--- src/rtl/fetch_prefetch_buffer.sv ---
// Instruction prefetch stage: one outstanding word fetch, DEPTH-entry {instr, npc} queue to decode.
// Optional feature macro: PREFETCH_BYPASS_EN (forward a response to decode when the queue is empty).
module fetch_prefetch_buffer #(
  parameter int unsigned DEPTH    = 4,
  parameter logic [31:0] RESET_PC = 32'h0000_0000
) (
  input  logic        clk,
  input  logic        rst,
  input  logic        pc_update,
  input  logic [31:0] pc_new,
  output logic        imem_req,
  output logic [31:0] imem_addr,
  input  logic        imem_gnt,
  input  logic        imem_rvalid,
  input  logic [31:0] imem_rdata,
  output logic        ir_valid,
  input  logic        ir_ready,
  output logic [31:0] ir_o,
  output logic [31:0] npc
);
  localparam int unsigned   PW       = $clog2(DEPTH);
  localparam logic [PW:0]   CNT_ZERO = (PW+1)'(0);
  localparam logic [PW:0]   CNT_ONE  = (PW+1)'(1);
  localparam logic [PW:0]   CNT_FULL = (PW+1)'(DEPTH);
  localparam logic [PW-1:0] PTR_ZERO = PW'(0);
  localparam logic [PW-1:0] PTR_ONE  = PW'(1);

  typedef enum logic [1:0] {
    S_REQ  = 2'd0,
    S_RSP  = 2'd1,
    S_HOLD = 2'd2
  } state_e;

  state_e        state_q, state_d;
  logic [31:0]   fetch_pc_q, fetch_pc_d;
  logic          drop_q, drop_d;
  logic [PW-1:0] wr_ptr_q, wr_ptr_d, rd_ptr_q, rd_ptr_d;
  logic [PW:0]   count_q, count_d;
  logic [31:0]   ir_mem_q  [DEPTH];
  logic [31:0]   npc_mem_q [DEPTH];
  logic          rsp_ok_s, push_s, pop_s, bypass_s, room_s;

  // A usable response; in RSP fetch_pc_q already holds the fetched address + 4
  always_comb begin
    rsp_ok_s = (state_q == S_RSP) && imem_rvalid && !drop_q && !pc_update;
`ifdef PREFETCH_BYPASS_EN
    bypass_s = rsp_ok_s && (count_q == CNT_ZERO);
    push_s   = rsp_ok_s && !(bypass_s && ir_ready);
`else
    bypass_s = 1'b0;
    push_s   = rsp_ok_s;
`endif
    pop_s    = (count_q != CNT_ZERO) && ir_ready && !pc_update;
  end

  // Queue pointers and occupancy; a redirect empties the queue
  always_comb begin
    count_d  = count_q;
    wr_ptr_d = wr_ptr_q;
    rd_ptr_d = rd_ptr_q;
    if (pc_update) begin
      count_d  = CNT_ZERO;
      wr_ptr_d = PTR_ZERO;
      rd_ptr_d = PTR_ZERO;
    end else begin
      if (push_s) wr_ptr_d = wr_ptr_q + PTR_ONE;
      else        wr_ptr_d = wr_ptr_q;
      if (pop_s)  rd_ptr_d = rd_ptr_q + PTR_ONE;
      else        rd_ptr_d = rd_ptr_q;
      case ({push_s, pop_s})
        2'b10:   count_d = count_q + CNT_ONE;
        2'b01:   count_d = count_q - CNT_ONE;
        default: count_d = count_q;
      endcase
    end
    room_s = (count_d < CNT_FULL);
  end

  // Fetch FSM; REQ is only entered with a free slot so a response always fits
  always_comb begin
    state_d    = state_q;
    fetch_pc_d = fetch_pc_q;
    drop_d     = drop_q;
    case (state_q)
      S_REQ: begin
        if (imem_gnt) begin
          state_d    = S_RSP;
          fetch_pc_d = fetch_pc_q + 32'd4;
          drop_d     = pc_update;
        end else begin
          state_d = S_REQ;
        end
      end
      S_RSP: begin
        if (imem_rvalid) begin
          drop_d  = 1'b0;
          state_d = room_s ? S_REQ : S_HOLD;
        end else if (pc_update) begin
          drop_d = 1'b1;
        end else begin
          drop_d = drop_q;
        end
      end
      S_HOLD: begin
        if (room_s) state_d = S_REQ;
        else        state_d = S_HOLD;
      end
      default: begin
        state_d = S_REQ;
        drop_d  = 1'b0;
      end
    endcase
    if (pc_update) fetch_pc_d = pc_new & 32'hFFFF_FFFC;
    else           fetch_pc_d = fetch_pc_d;
  end

  // Memory-side and decode-side outputs
  always_comb begin
    imem_req  = rst && (state_q == S_REQ);
    imem_addr = fetch_pc_q;
    ir_valid  = (count_q != CNT_ZERO) || bypass_s;
    if (bypass_s) begin
      ir_o = imem_rdata;
      npc  = fetch_pc_q;
    end else begin
      ir_o = ir_mem_q[rd_ptr_q];
      npc  = npc_mem_q[rd_ptr_q];
    end
  end

  // Control state registers
  always_ff @(posedge clk or negedge rst) begin
    if (!rst) begin
      state_q    <= S_REQ;
      fetch_pc_q <= RESET_PC;
      drop_q     <= 1'b0;
      wr_ptr_q   <= PTR_ZERO;
      rd_ptr_q   <= PTR_ZERO;
      count_q    <= CNT_ZERO;
    end else begin
      state_q    <= state_d;
      fetch_pc_q <= fetch_pc_d;
      drop_q     <= drop_d;
      wr_ptr_q   <= wr_ptr_d;
      rd_ptr_q   <= rd_ptr_d;
      count_q    <= count_d;
    end
  end

  // Queue storage, cleared so decode outputs read zero in reset
  always_ff @(posedge clk or negedge rst) begin
    if (!rst) begin
      for (int i = 0; i < int'(DEPTH); i++) begin
        ir_mem_q[i]  <= 32'h0;
        npc_mem_q[i] <= 32'h0;
      end
    end else if (push_s) begin
      ir_mem_q[wr_ptr_q]  <= imem_rdata;
      npc_mem_q[wr_ptr_q] <= fetch_pc_q;
    end
  end

endmodule

--- config.mk ---
export PLATFORM = sky130hd
export DESIGN_NAME = fetch_prefetch_buffer
export DESIGN_NICKNAME = d
export VERILOG_FILES = /design/src/rtl/fetch_prefetch_buffer.sv
export SDC_FILE = /design/constraint.sdc
export NUM_CORES = 1
export LEC_CHECK = 0
export BUFFER_PORTS_ARGS = -buffer_cell sky130_fd_sc_hd__buf_2
export CAP_MARGIN = 20
export CORE_ASPECT_RATIO = 2
export CORE_MARGIN = 4
export CORE_UTILIZATION = 58
export DETAILED_ROUTE_END_ITERATION = 8
export PLACE_DENSITY_LB_ADDON = 0.12
export REMOVE_ABC_BUFFERS = 1
export SLEW_MARGIN = 0
export SYNTH_ARGS = -nofsm -noshare
export SYNTH_HDL_FRONTEND = slang
export SYNTH_SLANG_ARGS = --single-unit
--- constraint.sdc ---
create_clock -name clk -period 3.08 [get_ports clk]
set_input_delay 0.77 -clock clk [delete_from_list [all_inputs] [get_ports clk]]
set_output_delay 0.77 -clock clk [all_outputs]
set_load 0.01 [all_outputs]
# ---- Word-level counts from Yosys, hierarchy flattened
# Index checks and enable logic that the tools add are counted.
dict set report classes {
  addsub 5
  n_mul 0
  n_div 0
  magnitude_cmp 4
  n_eq_ne 7
  shifts 0
  mux 27
  bitwise_logic 3
  reduce_logical 17
}
# operator n
set op_table {}
lappend op_table {{$bwmux 128} 2}
lappend op_table {{$mux 32} 8}
lappend op_table {{$bmux 32 s2} 2}
lappend op_table {{$demux 32 s2} 1}
lappend op_table {{$add 32x3->32 const B} 1}
lappend op_table {{$mux 2} 6}
lappend op_table {{$reduce_bool 2->1} 4}
lappend op_table {{$logic_and 1x1->1} 7}
lappend op_table {{$ge 3x3->1 const B} 2}
lappend op_table {{$not 2->3} 2}
lappend op_table {{$pmux 2 s3} 1}
lappend op_table {{$pmux 3 s2} 1}
lappend op_table {{$add 2x1->2 const B} 2}
lappend op_table {{$eq 2x1->1 const B} 2}
lappend op_table {{$eq 2x2->1 const B} 2}
lappend op_table {{$mux 1} 4}
lappend op_table {{$ne 2x2->1 const B} 2}
lappend op_table {{$add 3x1->3 const B} 1}
lappend op_table {{$lt 3x1->1 const B} 1}
lappend op_table {{$lt 3x3->1 const B} 1}
lappend op_table {{$mux 3} 1}
lappend op_table {{$ne 3x3->1 const B} 1}
lappend op_table {{$pmux 1 s3} 1}
lappend op_table {{$reduce_and 3->1} 1}
lappend op_table {{other kinds (6)} 7}
dict set report totals {
  regBits 298
  latchBits 0
  ram_bits 0
  rom_bits 0
  wordCells 77
  n_memories 0
}

# ---- Depth between registers and ports, before layout
# Gate-level depths: netlist of the first run.
dict set report depth {
  word_depth 11
  depth_mapped 11
}

# ---- Least setup slack after synthesis of the first run
# No wires, ideal clock.
dict set report synth_path {
  kind {input to register}
  start {input imem_rvalid}
  end {register state_q[1]}
  setup_ps 65
  arrival_time_ps 2557
  t_required_ps 3015
  setup_slack_ps 457
  cell_stages 9
  path_buffers 0
  path_cell_list {nand3b_1 nor2_1 inv_1 ha_1 fa_1 xnor2_1 or3_1 a21oi_1 a22o_1}
}
dict set report synth_via {
  elab_chain_cells 10
}
# item line
set synth_rtl {}
lappend synth_rtl {{from (decl)} 14} ;# input logic imem_rvalid,
lappend synth_rtl {{$logic_and 1x1->1 (*) (3 in series)} 45} ;# rsp_ok_s = (state_q == S_RSP) && imem_rvalid && !drop_q && !pc_update;
lappend synth_rtl {{$eq 2x1->1 / $eq 2x2->1 (equally long branches)} 70} ;# case ({push_s, pop_s})
lappend synth_rtl {{$pmux 3 s2 (*)} 70}
lappend synth_rtl {{$mux 3 (*)} 61} ;# if (pc_update) begin
lappend synth_rtl {{named net count_d[2]} 38} ;# logic [PW:0] count_q, count_d;
lappend synth_rtl {{$lt 3x3->1 (*)} 76} ;# room_s = (count_d < CNT_FULL);
lappend synth_rtl {{$mux 2 (*)} {97, 105}}
lappend synth_rtl {{$mux 2} 95} ;# if (imem_rvalid) begin
lappend synth_rtl {{$pmux 2 s3 (*)} 84} ;# case (state_q)
lappend synth_rtl {{to (signal assigned)} 141} ;# state_q <= state_d;
lappend synth_rtl {{to (decl)} 34} ;# state_e state_q, state_d;
# Mark *: on every way through the listed nets, which the timed path passes. The rest lies on a longest branch. The select of a mux whose other input is x is not followed.
# A chain may end at the register's enable or synchronous reset.

# ---- Worst setup path after layout of the first run
dict set report layout_path {
  start {register rd_ptr_q[1]}
  end {output npc[29]}
}
dict set report layout_via {
  elab_chain_cells 4
}
# item line
set layout_rtl {}
lappend layout_rtl {{from (decl)} 37} ;# logic [PW-1:0] wr_ptr_q, wr_ptr_d, rd_ptr_q, rd_ptr_d;
lappend layout_rtl {{from (signal assigned)} 145} ;# rd_ptr_q <= rd_ptr_d;
lappend layout_rtl {{$not 2->3 (implied by the code)} 127} ;# npc = npc_mem_q[rd_ptr_q];
lappend layout_rtl {{$bmux 32 s2} 127}
lappend layout_rtl {{$mux 32 (implied by the code) (2 in series)} 127}
lappend layout_rtl {{to (decl)} 19} ;# output logic [31:0] npc
# Every way passes these cells. The select of a mux whose other input is x is not followed.

==> impl_metrics.yaml, run 1 <==
outcome:
  status: "complete, no violations"
drt:
  dr.pass1.iters: 5
  dr_total_vias: 7937
  routedWlPerCell_um: 21.0
  ant_nets: 0
  drtIter0Drc: 475
  viasPerCell: 5.95
  drcViolationCount: 0
  drt-total-wl_um: 28000
pwr:
  ir_worst_vdd_v: 0.000531
  power.density_mw_per_mm2: 685
  leakage_nw: 7.28
  total_power_mw: 10.4
setup_path:
  path_delay_family: "flip-flops"
  r2r-end: "state_q[1]"
  rrSetupSlack_ps: 440
  worstPathArrival_ps: 2090
  critPathKind: "reg -> out"
  r2r_cells: 11
  reg2reg_from: "state_q[1]"
  crit_cells: 3
  critPathLaunchType: "flop"
  endpoint_kind: "output pin"
  slowest_delay_ps: 790
  critPathSlowestCell: "dfrtp_4"
  crit_start: "rd_ptr_q[1]"
  critPathMaxFanout: 31
  path_cells: "buf_12 -> mux4_2 -> buf_2"
  path_buf_inv: 2
  cp_data_required_time_ps: 2310
  crit_end: "npc[29]"
sta:
  fmax_ghz: 0.349
  fin_crit_sh: 0.930
  setup_ws_ps: 216
  tightest_slew_ps: 890
  relSlewSlack: 0.406
  drv_slew: 0
  whs_ps: 311
  period_needed_ps: 2860
  setup_tns_ps: 0
  hold_viol: 0
  finalSetupViolations: 0
  rsz0062_at_grt: "false"
  skew_ps: 21.6
placed_design:
  pre_cts_slack_ps: 239
  portBuffers: 161
  place_hpwl_um: 18600
  globalplace.congestion: 0.815
floorplanning:
  die_w_um: 114
  num_rows: 77
  core-area_mm2: 0.0221
  io_pins: 168
  die_y_um: 220
  die_area_mm2: 0.0250
  initial_utilization: 0.590
cts:
  clock_sinks: 288
  cts-buffers-inserted: 25
  cts_tree: "built"
  cts_root_buf: "clkbuf_16"
  hold_buffers: 0
  post_cts_buffers: 0
  htreeDepth: 1
  max-clock-path-buffers: 3
  clk_pin_slew_ps: 70
  clock_latency_ps: 530
  cts-resized-gates: 0
yosys:
  synth_area_leaders: "dfrtp_1 55%, mux2_2 21%, mux4_2 11%, clkbuf_1 1.4%, ha_1 1.1%"
  yosysMostFrequentCell: "dfrtp_1"
  netlist.area_leader.share: 0.554
  ys_seq_area_frac: 0.554
  ys_ff_latch: 288
  ys_types: 45
  yosysWarnings: 0
  synth_common_cells: "288 x dfrtp_1, 248 x mux2_2, 62 x mux4_2"
  synth_edf_count: 0
  async_reset_ff_frac: 1.00
  synthCells: 882
  ys.flop_type: "dfrtp_1"
  synth.avg_cell_area_um2: 14.7
  synth_area_leader_cell: "dfrtp_1"
  syn_area_mm2: 0.0130
finish:
  layout.nets: 1121
  drive_gt1_frac: 0.525
  fill_cells: 1602
  synthToLayoutAreaGrowth_pct: 17.0
  post-route-util: 0.690
worst_hold_path:
  hold_path_class: "in -> async"
grt:
  grt_max_degree: 174
  grt-ovfl-total: 0
  antenna_found_initial: 3
  grt_pass1_wl_um: 45500
  grt_pass1_vias: 8522
  grt_usage: 0.230
job:
  max-cap-violations: 0
kinds of logic (layout without fill, tap and decap cells):
logic type,count (synthesis),after routing,synth area share
fa+ha+maj,12,12,0.0121
simple gates,117,117,0.0466
compound gates,56,56,0.0279
other cells,1,7,0.000288
buf+inv,81,252,0.0254
xor+xnor,15,15,0.0101
mux,312,312,0.324
flops,288,288,0.554
cell type report:
| cell class | count | area, µm² | area share |
|---|---|---|---|
| antenna | 3 | 7.51 | 0.000493 |
| clock buffer | 35 | 713 | 0.0469 |
| clock inverter | 9 | 151 | 0.00995 |
| inverter | 15 | 56.3 | 0.00370 |
| multi-input combinational | 516 | 5510 | 0.362 |
| sequential | 288 | 7210 | 0.474 |
| tap | 276 | 345 | 0.0227 |
| timing repair buffer | 193 | 1220 | 0.0801 |
power by group:
group,internal [mW],switching [mW]
Combinational,1.29,0.948
Sequential,4.47,0.399
Clock,1.95,1.37
metal layers:
layer	global-route usage	vias to the layer above	part of all wire	wire length, µm
met3	0.0374	41	0.049	1370
met4	0.0626	4	0.023	631
met1	0.293	4142	0.39	11000
met5	0	-	0.00079	22
li1	-	3593	-	-
met2	0.407	157	0.53	14900
flip-flops by register name, indices dropped and copies added (netlist names):
register / cells
state_q: 2
rd_ptr_q: 2
npc_mem_q: 120
imem_addr: 30
wr_ptr_q: 2
drop_q: 1
count_q: 3
ir_mem_q: 128
worst min path at each step:
stage / to / slack [ps]
finish: npc_mem_q[109] / 310
CTS: npc_mem_q[109] / 300
global route: ir_mem_q[96] / 330
detailed placement: ir_mem_q[47] / 490
floorplan: count_q[0] / 470
global placement: npc_mem_q[19] / 480
placed cells by master, fill, tap and decap left out, types with 4 or more instances in the layout:
cell type  count
mux2_2       248
buf_2        160
nor3_1         4
o31ai_1       11
clkbuf_16     25
nand3_1       12
nand2_4        4
xor2_1         4
inv_1         15
or3_1          5
clkbuf_1       5
ha_1          11
xnor2_1       11
nor2_1        27
nand2_1       25
dfrtp_1      286
nand4_1        7
a31oi_1       14
buf_4         19
a21oi_1        5
o21ai_0       16
buf_12        13
clkbuf_8       5
conb_1         4
bufinv_16      4
or4_1         13
nor4_1         6
mux4_2        62
through the flow:
step                cells  area [µm²]
finish               1335       15200
global route         1332       15200
CTS                  1326       15200
detailed placement   1282       14300
global placement     1282       14300
floorplan             819       12700
Power figures use the tool's default switching activity.
==> inputs of run 2 (changes only) <==
--- a/config.mk
+++ b/config.mk
@@ -5,11 +5,12 @@
 export SDC_FILE = /design/constraint.sdc
 export NUM_CORES = 1
 export LEC_CHECK = 0
+export ABC_AREA = 1
 export BUFFER_PORTS_ARGS = -buffer_cell sky130_fd_sc_hd__buf_2
 export CAP_MARGIN = 20
 export CORE_ASPECT_RATIO = 2
 export CORE_MARGIN = 4
-export CORE_UTILIZATION = 58
+export CORE_UTILIZATION = 62
 export DETAILED_ROUTE_END_ITERATION = 8
 export PLACE_DENSITY_LB_ADDON = 0.12
 export REMOVE_ABC_BUFFERS = 1
==> constraint.sdc (replaced) <==
create_clock -name clk -period 3.3 [get_ports clk]
set_input_delay 0.825 -clock clk [delete_from_list [all_inputs] [get_ports clk]]
set_output_delay 0.825 -clock clk [all_outputs]
set_load 0.01 [all_outputs]
==> run 2 against run 1 <==
- clock power shrank 7.8%
- combinational power barely moved
- setup slack got worse by 56 ps
- synthesized cell count grew 83%
- wire length grew 24%
- largest cell class unchanged
- sequential share of layout area up 0.10 points
- critical endpoint is now npc[12]
- power shrank 5.3%
==> impl_metrics.yaml, run 2 <==
yosys:
  synth_area_leader_cell: "dfrtp_1"
  synth_common_cells: "385 x nand2_1, 288 x dfrtp_1, 235 x o21ai_1"
  yosysWarnings: 0
  synth_edf_count: 0
  ys.flop_type: "dfrtp_1"
  ys_ff_latch: 288
  ys_seq_area_frac: 0.532
  synth.avg_cell_area_um2: 8.38
  netlist.area_leader.share: 0.532
  synthCells: 1615
  yosysMostFrequentCell: "nand2_1"
  syn_area_mm2: 0.0135
  synth_area_leaders: "dfrtp_1 53%, nand2_1 11%, o21ai_1 8.7%, o21ai_0 5.7%, nor2_1 4.6%"
  async_reset_ff_frac: 1.00
  ys_types: 35
finish:
  largest_reg_flops: 128
  regMostFlops: "ir_mem_q"
  fill_cells: 1833
  fin_area_mm2: 0.0152
  layout_common_cells: "385 x nand2_1, 286 x dfrtp_1, 235 x o21ai_1"
  num_antenna_cells: 0
  final_common_cell: "nand2_1"
  layout.cells.non_filler: 2019
  layout.nets: 1810
  synthToLayoutAreaGrowth_pct: 12.1
  drive_gt1_frac: 0.149
cts:
  cts_root_buf: "clkbuf_16"
  htreeDepth: 1
  cts-resized-gates: 0
  clock_sinks: 288
  cts_tree: "built"
  max-clock-path-buffers: 3
  cts-buffers-inserted: 25
  clk_pin_slew_ps: 70
  hold_buffers: 0
  post_cts_buffers: 0
  clock_latency_ps: 530
setup_path:
  critPathKind: "reg -> out"
  slowest_delay_ps: 610
  r2r-end: "state_q[1]"
  reg2reg_from: "state_q[1]"
  worstPathArrival_ps: 2320
  critPathMaxFanout: 62
  path_cells: "buf_4 -> o21ai_0 -> o22ai_1 -> buf_2"
  critPathLaunchType: "flop"
  endpoint_kind: "output pin"
  rrSetupSlack_ps: 1000
  r2r_cells: 12
  critPathSlowestCell: "buf_4"
  cp_data_required_time_ps: 2470
drt:
  viasPerCell: 5.77
  routedWlPerCell_um: 17.2
  drcViolationCount: 0
  wl_met1_um: 14100
  top_layer: "met4"
  dr.pass1.iters: 6
  drt-total-wl_um: 34700
  ant_nets: 0
  dr_wl_met3_um: 1780
  route.met2.wl_um: 17200
  dr_total_vias: 11600
  drtIter0Drc: 982
pwr:
  leakage_nw: 7.60
  ir_worst_vdd_v: 0.000476
  power.density_mw_per_mm2: 650
  total_power_mw: 9.87
sta:
  period_needed_ps: 3140
  whs_ps: 479
  fin_crit_sh: 0.952
  relSlewSlack: 0.380
  tightest_slew_ps: 930
  hold_viol: 0
  rsz0062_at_grt: "false"
  skew_ps: 17.5
  fmax_ghz: 0.318
  finalSetupViolations: 0
  drv_slew: 0
floorplanning:
  die_y_um: 217
  die_area_mm2: 0.0244
  die_w_um: 112
  num_rows: 76
  io_pins: 168
  core-area_mm2: 0.0215
  initial_utilization: 0.630
placed_design:
  place_hpwl_um: 22300
  placed_area_mm2: 0.0143
  portBuffers: 161
  globalplace.congestion: 0.940
  dpl.cell_count: 1974
worst_hold_path:
  holdPathEnd: "ir_mem_q[64]"
  hold_path_class: "reg -> reg"
  min_from: "ir_mem_q[64]"
  hold_depth: 2
grt:
  grt_pass1_vias: 11300
  grt_pass1_wl_um: 57200
  antenna_found_initial: 0
  grt-ovfl-total: 0
  grt_max_degree: 174
  grt_usage: 0.286
outcome:
  status: "complete, no violations"
job:
  max-cap-violations: 0
==> run 2: kinds of logic (layout without fill, tap and decap cells) <==
family | after synthesis | after routing | synth area share
AND/OR/NAND/NOR | 620 | 620 | 0.186
flip-flops | 288 | 288 | 0.532
buffers and inverters | 209 | 337 | 0.0785
other | 1 | 4 | 0.000277
AO/OA/AOI/OAI | 480 | 480 | 0.188
XOR/XNOR | 5 | 5 | 0.00324
adder cells (fa/ha/maj) | 12 | 12 | 0.0116
==> run 2: how the worst max path moves through the flow <==
stage | end | from
final | npc[12] | rd_ptr_q[1]
after global routing | npc[23] | rd_ptr_q[1]
after CTS | npc[12] | rd_ptr_q[1]
after detailed placement | npc[12] | rd_ptr_q[1]
after global placement | npc[12] | rd_ptr_q[1]
after floorplan | ir_o[0] | rd_ptr_q[0]
==> run 2: through the flow <==
step / utilization / worst slack (ps) / TNS (ps)
4_1_cts: 0.706 / 155 / 0
3_3_place_gp: 0.667 / 735 / 0
6_report: 0.706 / 160 / 0
5_1_grt: 0.706 / 118 / 0
3_5_place_dp: 0.667 / 711 / 0
2_1_floorplan: - / -2520 / -157970
==> run 2: area by class of cell <==
class	count	area, µm²	share of cell area
clock buffer	36	727	0.0479
multi-input combinational	1121	5280	0.348
tap	273	342	0.0225
clock inverter	9	128	0.00841
timing repair buffer	187	1100	0.0724
inverter	105	395	0.0260
sequential	288	7210	0.475
==> run 2: critical path, delay by kind of cell, from the launching register on <==
| kind | cells | cell delay, ps |
|---|---|---|
| AOI/OAI and AO/OA | 2 | 610 |
| buffers and inverters | 2 | 820 |
| DFF | 1 | 370 |
==> run 2: metal layers <==
| layer | track usage | vias up |
|---|---|---|
| met5 | 0 | - |
| met4 | 0.135 | 0 |
| met3 | 0.0259 | 100 |
| met2 | 0.477 | 439 |
| met1 | 0.379 | 5544 |
| li1 | - | 5560 |
==> run 2: report_power, final <==
part | switching, mW | internal [mW] | leakage (nW)
Sequential | 0.378 | 4.17 | 3.85
Combinational | 1.35 | 0.907 | 3.33
Clock | 1.29 | 1.77 | 0.412
==> inputs of run 3 (changes only) <==
--- a/config.mk
+++ b/config.mk
@@ -5,7 +5,6 @@
 export SDC_FILE = /design/constraint.sdc
 export NUM_CORES = 1
 export LEC_CHECK = 0
-export ABC_AREA = 1
 export BUFFER_PORTS_ARGS = -buffer_cell sky130_fd_sc_hd__buf_2
 export CAP_MARGIN = 20
 export CORE_ASPECT_RATIO = 2
@@ -14,7 +13,7 @@
 export DETAILED_ROUTE_END_ITERATION = 8
 export PLACE_DENSITY_LB_ADDON = 0.12
 export REMOVE_ABC_BUFFERS = 1
-export SLEW_MARGIN = 0
+export SLEW_MARGIN = 20
 export SYNTH_ARGS = -nofsm -noshare
 export SYNTH_HDL_FRONTEND = slang
 export SYNTH_SLANG_ARGS = --single-unit
==> run 3 against run 2 <==
- via count fell by 32%
- die area fell by 3.7%
- design area fell by 1.1%
- final cell count fell by 35%
- clock power fell by 3%
- register-to-register slack got worse by 310 ps
- power fell by 2.7%
- highest routed layer unchanged
==> impl_metrics.yaml, run 3 (synthesis results as in run 1) <==
floorplanning:
  die_w_um: 110
  initial_utilization: 0.633
  io_pins: 168
  core-area_mm2: 0.0206
  num_rows: 74
  die_area_mm2: 0.0235
  die_y_um: 213
drt:
  dr.pass1.iters: 4
  drtIter0Drc: 378
  route.met2.wl_um: 15000
  dr_wl_met3_um: 1310
  drcViolationCount: 0
  viasPerCell: 6.04
  wl_met1_um: 10700
  dr_total_vias: 7933
  top_layer: "met4"
  drt-total-wl_um: 27500
  ant_nets: 0
  routedWlPerCell_um: 21.0
job:
  max-cap-violations: 0
sta:
  setup_ws_ps: 321
  hold_viol: 0
  relSlewSlack: 0.378
  rsz0062_at_grt: "false"
  fmax_ghz: 0.336
  fin_crit_sh: 0.903
  skew_ps: 11.7
  tightest_slew_ps: 933
  finalSetupViolations: 0
  setup_tns_ps: 0
  drv_slew: 0
  period_needed_ps: 2980
setup_path:
  endpoint_kind: "output pin"
  cp_data_required_time_ps: 2470
  critPathMaxFanout: 27
  worstPathArrival_ps: 2150
  reg2reg_from: "count_q[1]"
  critPathKind: "reg -> out"
  rrSetupSlack_ps: 690
  critPathSlowestCell: "dfrtp_4"
  critPathLaunchType: "flop"
  r2r_cells: 9
  slowest_delay_ps: 720
  path_cells: "buf_4 -> mux4_2 -> buf_2"
  r2r-end: "state_q[1]"
finish:
  fill_cells: 1406
  layout_common_cells: "286 x dfrtp_1, 248 x mux2_2, 160 x buf_2"
  drive_gt1_frac: 0.520
  layout.nets: 1113
  layout.cells.non_filler: 1313
  synthToLayoutAreaGrowth_pct: 15.4
  multiInputGateArea_mm2: 0.00551
  regMostFlops: "ir_mem_q"
  post-route-util: 0.730
  largest_reg_flops: 128
  regArea_mm2: 0.00721
  num_antenna_cells: 0
  final_common_cell: "dfrtp_1"
grt:
  grt_pass1_wl_um: 44900
  grt_max_degree: 82
  grt-ovfl-total: 0
  grt_usage: 0.238
  antenna_found_initial: 0
  grt_pass1_vias: 8497
placed_design:
  pre_cts_slack_ps: 514
  place_hpwl_um: 18000
  dpl.cell_count: 1269
  portBuffers: 161
  globalplace.congestion: 0.814
cts:
  post_cts_buffers: 0
  cts-buffers-inserted: 26
  clk_pin_slew_ps: 60
  cts-resized-gates: 0
  clock_latency_ps: 540
  cts_tree: "built"
  hold_buffers: 0
  cts_root_buf: "clkbuf_16"
  htreeDepth: 1
  max-clock-path-buffers: 3
  clock_sinks: 288
worst_hold_path:
  hold_path_class: "in -> async"
pwr:
  total_power_mw: 9.60
  power.density_mw_per_mm2: 640
  leakage_nw: 7.18
  ir_worst_vdd_v: 0.000445
outcome:
  status: "complete, no violations"
-- run 3: cell count changes in the layout (fill, tap and decap cells not counted), sizes merged, moves of 13 or more --
cell   previous run  this run
nand3            43        13
nor2            175        27
nand2           391        29
o22ai            64         0
inv             104        15
or4               0        14
a31oi             1        14
o21ai           397        16
mux2              0       248
mux4              0        62
-- run 3: through the flow --
step	instance area, µm²	hold WS (ps)
after floorplan	12700	474
after global placement	14200	481
after detailed placement	14200	487
after CTS	15000	467
after global routing	15000	491
final	15000	431
-- run 3: final cells by class --
cell class,count,area share
tap,266,0.0222
timing repair buffer,184,0.0711
clock inverter,9,0.00742
clock buffer,35,0.0476
multi-input combinational,516,0.367
inverter,15,0.00375
sequential,288,0.481
-- run 3: layer usage --
| metal | global-route usage | vias to the layer above |
|---|---|---|
| li1 | - | 3540 |
| met1 | 0.294 | 4175 |
| met2 | 0.434 | 184 |
| met3 | 0.0420 | 34 |
| met4 | 0.0621 | 0 |
| met5 | 0 | - |
-- run 3: how the worst max path moves through the flow --
stage               slack (ps)          to   startpoint
finish                     320     npc[20]  rd_ptr_q[1]
global route               220     ir_o[6]  rd_ptr_q[0]
CTS                        250     ir_o[6]  rd_ptr_q[0]
detailed placement         510  state_q[1]  imem_rvalid
global placement           570  state_q[1]  imem_rvalid
floorplan                 -740     ir_o[0]  rd_ptr_q[0]
-- run 3: worst max-delay path, delay by kind of cell (launching register included) --
| family | cells | cell delay, ps |
|---|---|---|
| DFF | 1 | 720 |
| buffers and inverters | 2 | 520 |
| muxes | 1 | 360 |
-- run 3: where the power goes --
part | switching, mW | internal (mW) | leakage (nW)
clock | 1.28 | 1.67 | 0.400
combinational | 0.889 | 1.20 | 2.98
sequential | 0.387 | 4.17 | 3.79
